==> config.mk <==
export PLATFORM = sky130hd
export DESIGN_NAME = cp0_core
export DESIGN_NICKNAME = d
export VERILOG_FILES = /design/src/rtl/cp0_core.sv
export SDC_FILE = /design/constraint.sdc
export NUM_CORES = 1
export LEC_CHECK = 0
export CAP_MARGIN = 20
export CORE_ASPECT_RATIO = 0.6
export CORE_MARGIN = 5
export CORE_UTILIZATION = 47
export CTS_BUF_LIST = sky130_fd_sc_hd__clkbuf_4 sky130_fd_sc_hd__clkbuf_8
export DETAILED_ROUTE_END_ITERATION = 7
export GPL_TIMING_DRIVEN = 0
export MAX_ROUTING_LAYER = met4
export PLACE_DENSITY = 0.94
export SYNTH_ARGS = -nofsm -noshare
export SYNTH_HDL_FRONTEND = slang
export SYNTH_SLANG_ARGS = --single-unit
==> constraint.sdc <==
create_clock -name clk -period 3.5 [get_ports clk]
set_clock_uncertainty 0.2 [all_clocks]
set_input_delay 0.7 -clock clk [delete_from_list [all_inputs] [get_ports clk]]
set_output_delay 0.7 -clock clk [all_outputs]
set_load 0.005 [all_outputs]
==> src/rtl/cp0_core.sv <==
// CP0 for the WB stage: Status/Cause/EPC/BadVAddr, exception/interrupt priority and redirect; Count/Compare timer under CP0_COUNT_TIMER_EN.
// Outputs are combinational in the WB cycle, state updates at the next edge; no backpressure (wb_valid=0 just holds state).
module cp0_core #(
    parameter int          HW_INT_NUM = 6,
    parameter int          COUNT_DIV  = 2,
    parameter logic [31:0] EXC_VECTOR = 32'hBFC00380
) (
    input  logic                  clk,
    input  logic                  resetn,
    input  logic                  wb_valid,
    input  logic [31:0]           wb_pc,
    input  logic                  wb_delay_slot,
    input  logic [6:0]            exc_flags,
    input  logic [31:0]           wb_dm_addr,
    input  logic                  mtc0,
    input  logic                  mfc0,
    input  logic                  eret,
    input  logic [7:0]            cp0_addr,
    input  logic [31:0]           cp0_wdata,
    input  logic [HW_INT_NUM-1:0] hw_int,
    output logic [31:0]           cp0_rdata,
    output logic                  exc_valid,
    output logic [31:0]           exc_pc,
    output logic                  cancel,
    output logic                  commit_block
);

    localparam logic [7:0] A_BADV    = {5'd8,  3'd0};
    localparam logic [7:0] A_COUNT   = {5'd9,  3'd0};
    localparam logic [7:0] A_COMPARE = {5'd11, 3'd0};
    localparam logic [7:0] A_STATUS  = {5'd12, 3'd0};
    localparam logic [7:0] A_CAUSE   = {5'd13, 3'd0};
    localparam logic [7:0] A_EPC     = {5'd14, 3'd0};

    logic [HW_INT_NUM-1:0] hw_s1, hw_s2;
    logic [5:0]  hw_ip;
    logic [7:0]  st_im;
    logic        st_exl, st_ie;
    logic        cause_bd, cause_ti;
    logic [1:0]  cause_ipsw;
    logic [4:0]  cause_exc;
    logic [7:0]  cause_ip;
    logic [31:0] epc, badvaddr;
    logic        int_pend;
    logic [31:0] status_val, cause_val, count_val, compare_val, rd_val;
    logic        exc_any, take, wen;
    logic [4:0]  exc_code;
    logic        bad_upd;
    logic [31:0] bad_val;

    always_comb begin
        hw_ip = '0;
        hw_ip[HW_INT_NUM-1:0] = hw_s2;
    end

    assign cause_ip   = {hw_ip[5] | cause_ti, hw_ip[4:0], cause_ipsw};
    assign status_val = {9'b0, 1'b1, 6'b0, st_im, 6'b0, st_exl, st_ie};
    assign cause_val  = {cause_bd, cause_ti, 14'b0, cause_ip, 1'b0, cause_exc, 2'b0};

    assign exc_any = int_pend | (|exc_flags);
    assign take    = wb_valid & exc_any;
    assign wen     = wb_valid & mtc0 & ~exc_any;

    always_comb begin
        exc_code = 5'd0;
        bad_upd  = 1'b0;
        bad_val  = wb_dm_addr;
        if (int_pend)          exc_code = 5'd0;
        else if (exc_flags[6]) begin exc_code = 5'd4; bad_upd = 1'b1; bad_val = wb_pc; end
        else if (exc_flags[5]) exc_code = 5'd10;
        else if (exc_flags[4]) exc_code = 5'd12;
        else if (exc_flags[3]) exc_code = 5'd8;
        else if (exc_flags[2]) exc_code = 5'd9;
        else if (exc_flags[1]) begin exc_code = 5'd4; bad_upd = 1'b1; end
        else if (exc_flags[0]) begin exc_code = 5'd5; bad_upd = 1'b1; end
    end

    // Gating with resetn keeps the redirect quiet while the pipeline is held in reset.
    assign exc_valid    = resetn & wb_valid & (exc_any | eret);
    assign exc_pc       = exc_any ? EXC_VECTOR : epc;
    assign cancel       = exc_valid;
    assign commit_block = resetn & take;

    always_ff @(posedge clk) begin
        if (!resetn) begin
            hw_s1      <= '0;
            hw_s2      <= '0;
            int_pend   <= 1'b0;
            st_im      <= '0;
            st_exl     <= 1'b0;
            st_ie      <= 1'b0;
            cause_bd   <= 1'b0;
            cause_ipsw <= '0;
            cause_exc  <= '0;
            epc        <= '0;
            badvaddr   <= '0;
        end else begin
            hw_s1    <= hw_int;
            hw_s2    <= hw_s1;
            int_pend <= (|(cause_ip & st_im)) & st_ie & ~st_exl;
            if (take) begin
                st_exl    <= 1'b1;
                cause_bd  <= wb_delay_slot;
                epc       <= wb_delay_slot ? wb_pc - 32'd4 : wb_pc;
                cause_exc <= exc_code;
                if (bad_upd) badvaddr <= bad_val;
            end else begin
                if (wb_valid && eret) st_exl <= 1'b0;
                if (wen) begin
                    case (cp0_addr)
                        A_STATUS: begin
                            st_im  <= cp0_wdata[15:8];
                            st_exl <= cp0_wdata[1];
                            st_ie  <= cp0_wdata[0];
                        end
                        A_CAUSE: cause_ipsw <= cp0_wdata[9:8];
                        A_EPC:   epc        <= cp0_wdata;
                        default: ;
                    endcase
                end
            end
        end
    end

`ifdef CP0_COUNT_TIMER_EN
    localparam logic [3:0] PRE_MAX = 4'(COUNT_DIV - 1);

    logic [31:0] count, compare;
    logic [3:0]  pre;
    logic        armed, ti;

    // armed stops the reset-time Count==Compare==0 match from raising TI.
    always_ff @(posedge clk) begin
        if (!resetn) begin
            count   <= '0;
            compare <= '0;
            pre     <= '0;
            armed   <= 1'b0;
            ti      <= 1'b0;
        end else begin
            if (wen && cp0_addr == A_COUNT) begin
                count <= cp0_wdata;
                pre   <= '0;
            end else if (pre == PRE_MAX) begin
                pre   <= '0;
                count <= count + 32'd1;
            end else begin
                pre <= pre + 4'd1;
            end
            if (wen && cp0_addr == A_COMPARE) begin
                compare <= cp0_wdata;
                armed   <= 1'b1;
                ti      <= 1'b0;
            end else if (armed && count == compare) begin
                ti <= 1'b1;
            end
        end
    end

    assign count_val   = count;
    assign compare_val = compare;
    assign cause_ti    = ti;
`else
    assign count_val   = '0;
    assign compare_val = '0;
    assign cause_ti    = 1'b0;
`endif

    always_comb begin
        rd_val = '0;
        case (cp0_addr)
            A_BADV:    rd_val = badvaddr;
            A_COUNT:   rd_val = count_val;
            A_COMPARE: rd_val = compare_val;
            A_STATUS:  rd_val = status_val;
            A_CAUSE:   rd_val = cause_val;
            A_EPC:     rd_val = epc;
            default:   rd_val = '0;
        endcase
    end

    assign cp0_rdata = mfc0 ? rd_val : 32'd0;

endmodule

==> results.md <==
* Num CTS Buffers at 9
* Wirelength per Cell at 23.2 um
* Register bit count reported by yosys at 94
* Ys flop type: dfxtp_1
* Routability cong. at 0.994
* Initial Utilization at 48.0%
* Min Tclk post-route at 3.46 ns
* Finished Layout Cells at 1023
* Post-synth top area share at 34.7%
* Total GRT Usage at 34.2%
* CP max FO at 10
* WS Path Type: input pin to primary output
* Synth Cell Area at 5420 um2
* First-pass GRT wire length at 35400 um
* Seq/Total Area, Yosys at 34.7%
* Share of layout cells above drive strength 1 at 14.0%
* Hold Path Class: flop to flop
* Initial DRC count at 1062
* Vias at 6568
* CTS H-tree depth at 3
* DR vias/cell at 6.42
* Critical Path Sink Type: primary output
* Clk buf depth at 2
* Via count of the first global-routing pass at 6341
* # IOs at 191
* Mapped Nets at 762
* Hold buffer count at cts at 0
* Slew HR at 42.6%
* Die H at 93.2 um
* Netlist cell types at 61
* Ys async rst share at 0%
* Width of the chip at 149 um
* Placed instance count at 984
* TritonCTS clock tree: done
* Post-synthesis cell count at 637
* Pins Over Slew Limit at 0
* Post-DRT Antenna Nets at 0
* Hold Vio Cnt, Final at 0
* Overall power at 0.00235 W
* Total wire length at 23700 um
* Clk sinks at 94
* PwrDens at 290 nW/um2
* Arr. time, crit path at 2.56 ns
* Finish-stage setup viols at 0
* Startpoint types: input pin
* VDD IR max at 0.192 mV
* DRT Pass-1 Iters at 8
* Initial antenna violation count at 0
* N_diodes at 0
* Largest net degree at the start of global routing at 18
* Largest cells by area after synthesis: dfxtp_1 (35%), mux2i_1 (8.1%), nor2_1 (4.8%), a22oi_1 (4.7%), a211oi_1 (4.6%)
* Syn-to-layout area delta at 49.3%
* Gr ovfl total at 0
* Req. time, crit path at 2.60 ns
* Number of synthesis warnings at 0
* Area leader, netlist: dfxtp_1
* Final worst-path cycle share at 98.7%
* Fin nets at 983
* Row Count at 30
* Status: completed
* Total core area at 11300 um2
* Mapped Avg Cell Area at 8.51 um2
* Die area at 13900 um2
* Root buf cell: clkbuf_8
* Worst-path clk slew at 0.10 ns
* Max-cap viol count at 0
* Clk Latency, worst-skew pair at 0.39 ns
* DR DRC count at 0
* Post-synth EDFFs at 0
* DP HPWL at 17600 um
* Number of port buffers at 187
* Peak Freq at 0.289 GHz
* Worst-margin pin slew at 0.854 ns
* Leakage power at 3.11 nW
## placed cells by master (no fill, tap or decap), types with 9 or more instances in the layout
master / count
inv_1: 14
nor3_1: 9
nand2_1: 31
a21oi_1: 39
buf_2: 23
dfxtp_1: 94
o31a_1: 11
mux2i_1: 44
nor2_1: 68
clkbuf_8: 16
nor2b_1: 18
a211oi_1: 33
buf_4: 16
a222oi_1: 17
a22oi_1: 34
and2_1: 25
dlymetal6s2s_1: 14
clkbuf_1: 24
or3_1: 13
clkdlybuf4s50_1: 106
o21ai_0: 16
dlygate4sd2_1: 40
nor4_1: 16
## per-layer routing
layer  wire length, um  vias to the layer above  GRT usage, %
met2              9540                      581          47.0
met4               739                        0          12.1
li1                  -                     2841             -
met3              3710                       89          10.3
met1              9710                     3057          47.5
met5                 0                        -             -
## area by class of cell
cell class                 instances  area, um2
clock inverter                     7       56.3
inverter                          14       52.6
clock buffer                       9        124
sequential                        94       1880
buffer                            55        439
multi-input combinational        474       3300
timing repair buffer             210       2040
tap                              160        200
fill                             827       3210
## sequential cells by signal, indices dropped and copies added, names as in the netlist
register and count:
hw_s1 6, badvaddr 32, cause_ipsw 2, epc 32, st_ie 1, st_exl 1
st_im 8, int_pend 1, cause_exc 4, hw_ip 6, cause_bd 1
## critical path, stage by stage
cell	delay [ns]
dlygate4sd2_1	0.26
or4_4	0.60
clkbuf_16	0.19
clkbuf_8	0.16
or3_1	0.35
dlygate4sd2_1	0.28
## cell usage after synthesis (3+ instances only)
cell type   n
or3_1      13
nand3b_1    5
clkbuf_1   36
nand3_1     9
mux2i_1    44
nor4_4      5
a221oi_1    3
nand2_1    32
o21ai_0    16
a21oi_1    39
nor4_1     16
o31a_1     11
inv_1      14
and2_1     26
nor2_1     70
nand4_1     4
nor2b_1    18
buf_2       9
xor2_1      7
buf_1       3
nor3_1     11
a211oi_1   33
buf_6       4
a222oi_1   17
o221ai_1    7
xnor2_1     5
or4_1       3
o21ai_1     3
a22oi_1    34
dfxtp_1    94
a31oi_1     5
## final timing paths
kind,startpoint,slack [ns],cells past startpoint,to
worst max-delay path,exc_flags[3],0.04,6,exc_pc[27]
worst min-delay path,hw_s1[5],0.24,1,hw_ip[5]
worst min register to register,hw_s1[5],0.24,1,hw_ip[5]
worst max register to register,int_pend,0.81,9,epc[30]
## what timing repair did
action | 4_1_cts | 5_1_grt
pin swaps | 24 | 8
endpoints found under the setup margin | 67 | 42
resized for setup | 193 | 21
cloned | 2 | 0
setup buffers | 16 | 5
hold endpoints to repair | 0 | 0
## per-stage QoR
step                      utilization (%)  worst slack (ns)  area, um2  setup TNS [ns]  hold WS [ns]
after floorplan                         -             0.345       5420               0         0.210
after global placement               66.3             -1.06       7490          -45.76         0.215
after detailed placement             66.3             -1.11       7490          -45.54         0.220
after CTS                            70.7           0.00216       7990               0         0.243
after global routing                 71.6          -0.00459       8090        -0.00459         0.261
final                                71.6            0.0446       8090               0         0.243
## where the power goes
part           switching [W]  internal (W)
clock               0.000439      0.000266
sequential         0.0000384       0.00113
combinational       0.000244      0.000233
## logic make-up after synthesis
logic type      Yosys count  share of synthesized area [%]
compound gates          181                           24.0
simple gates            234                           24.7
xor+xnor                 12                           1.94
mux                      46                           8.54
fa+ha+maj                 1                          0.231
flops                    94                           34.7
buf+inv                  69                           5.89
No activity file was read; power rests on OpenSTA's default activity.
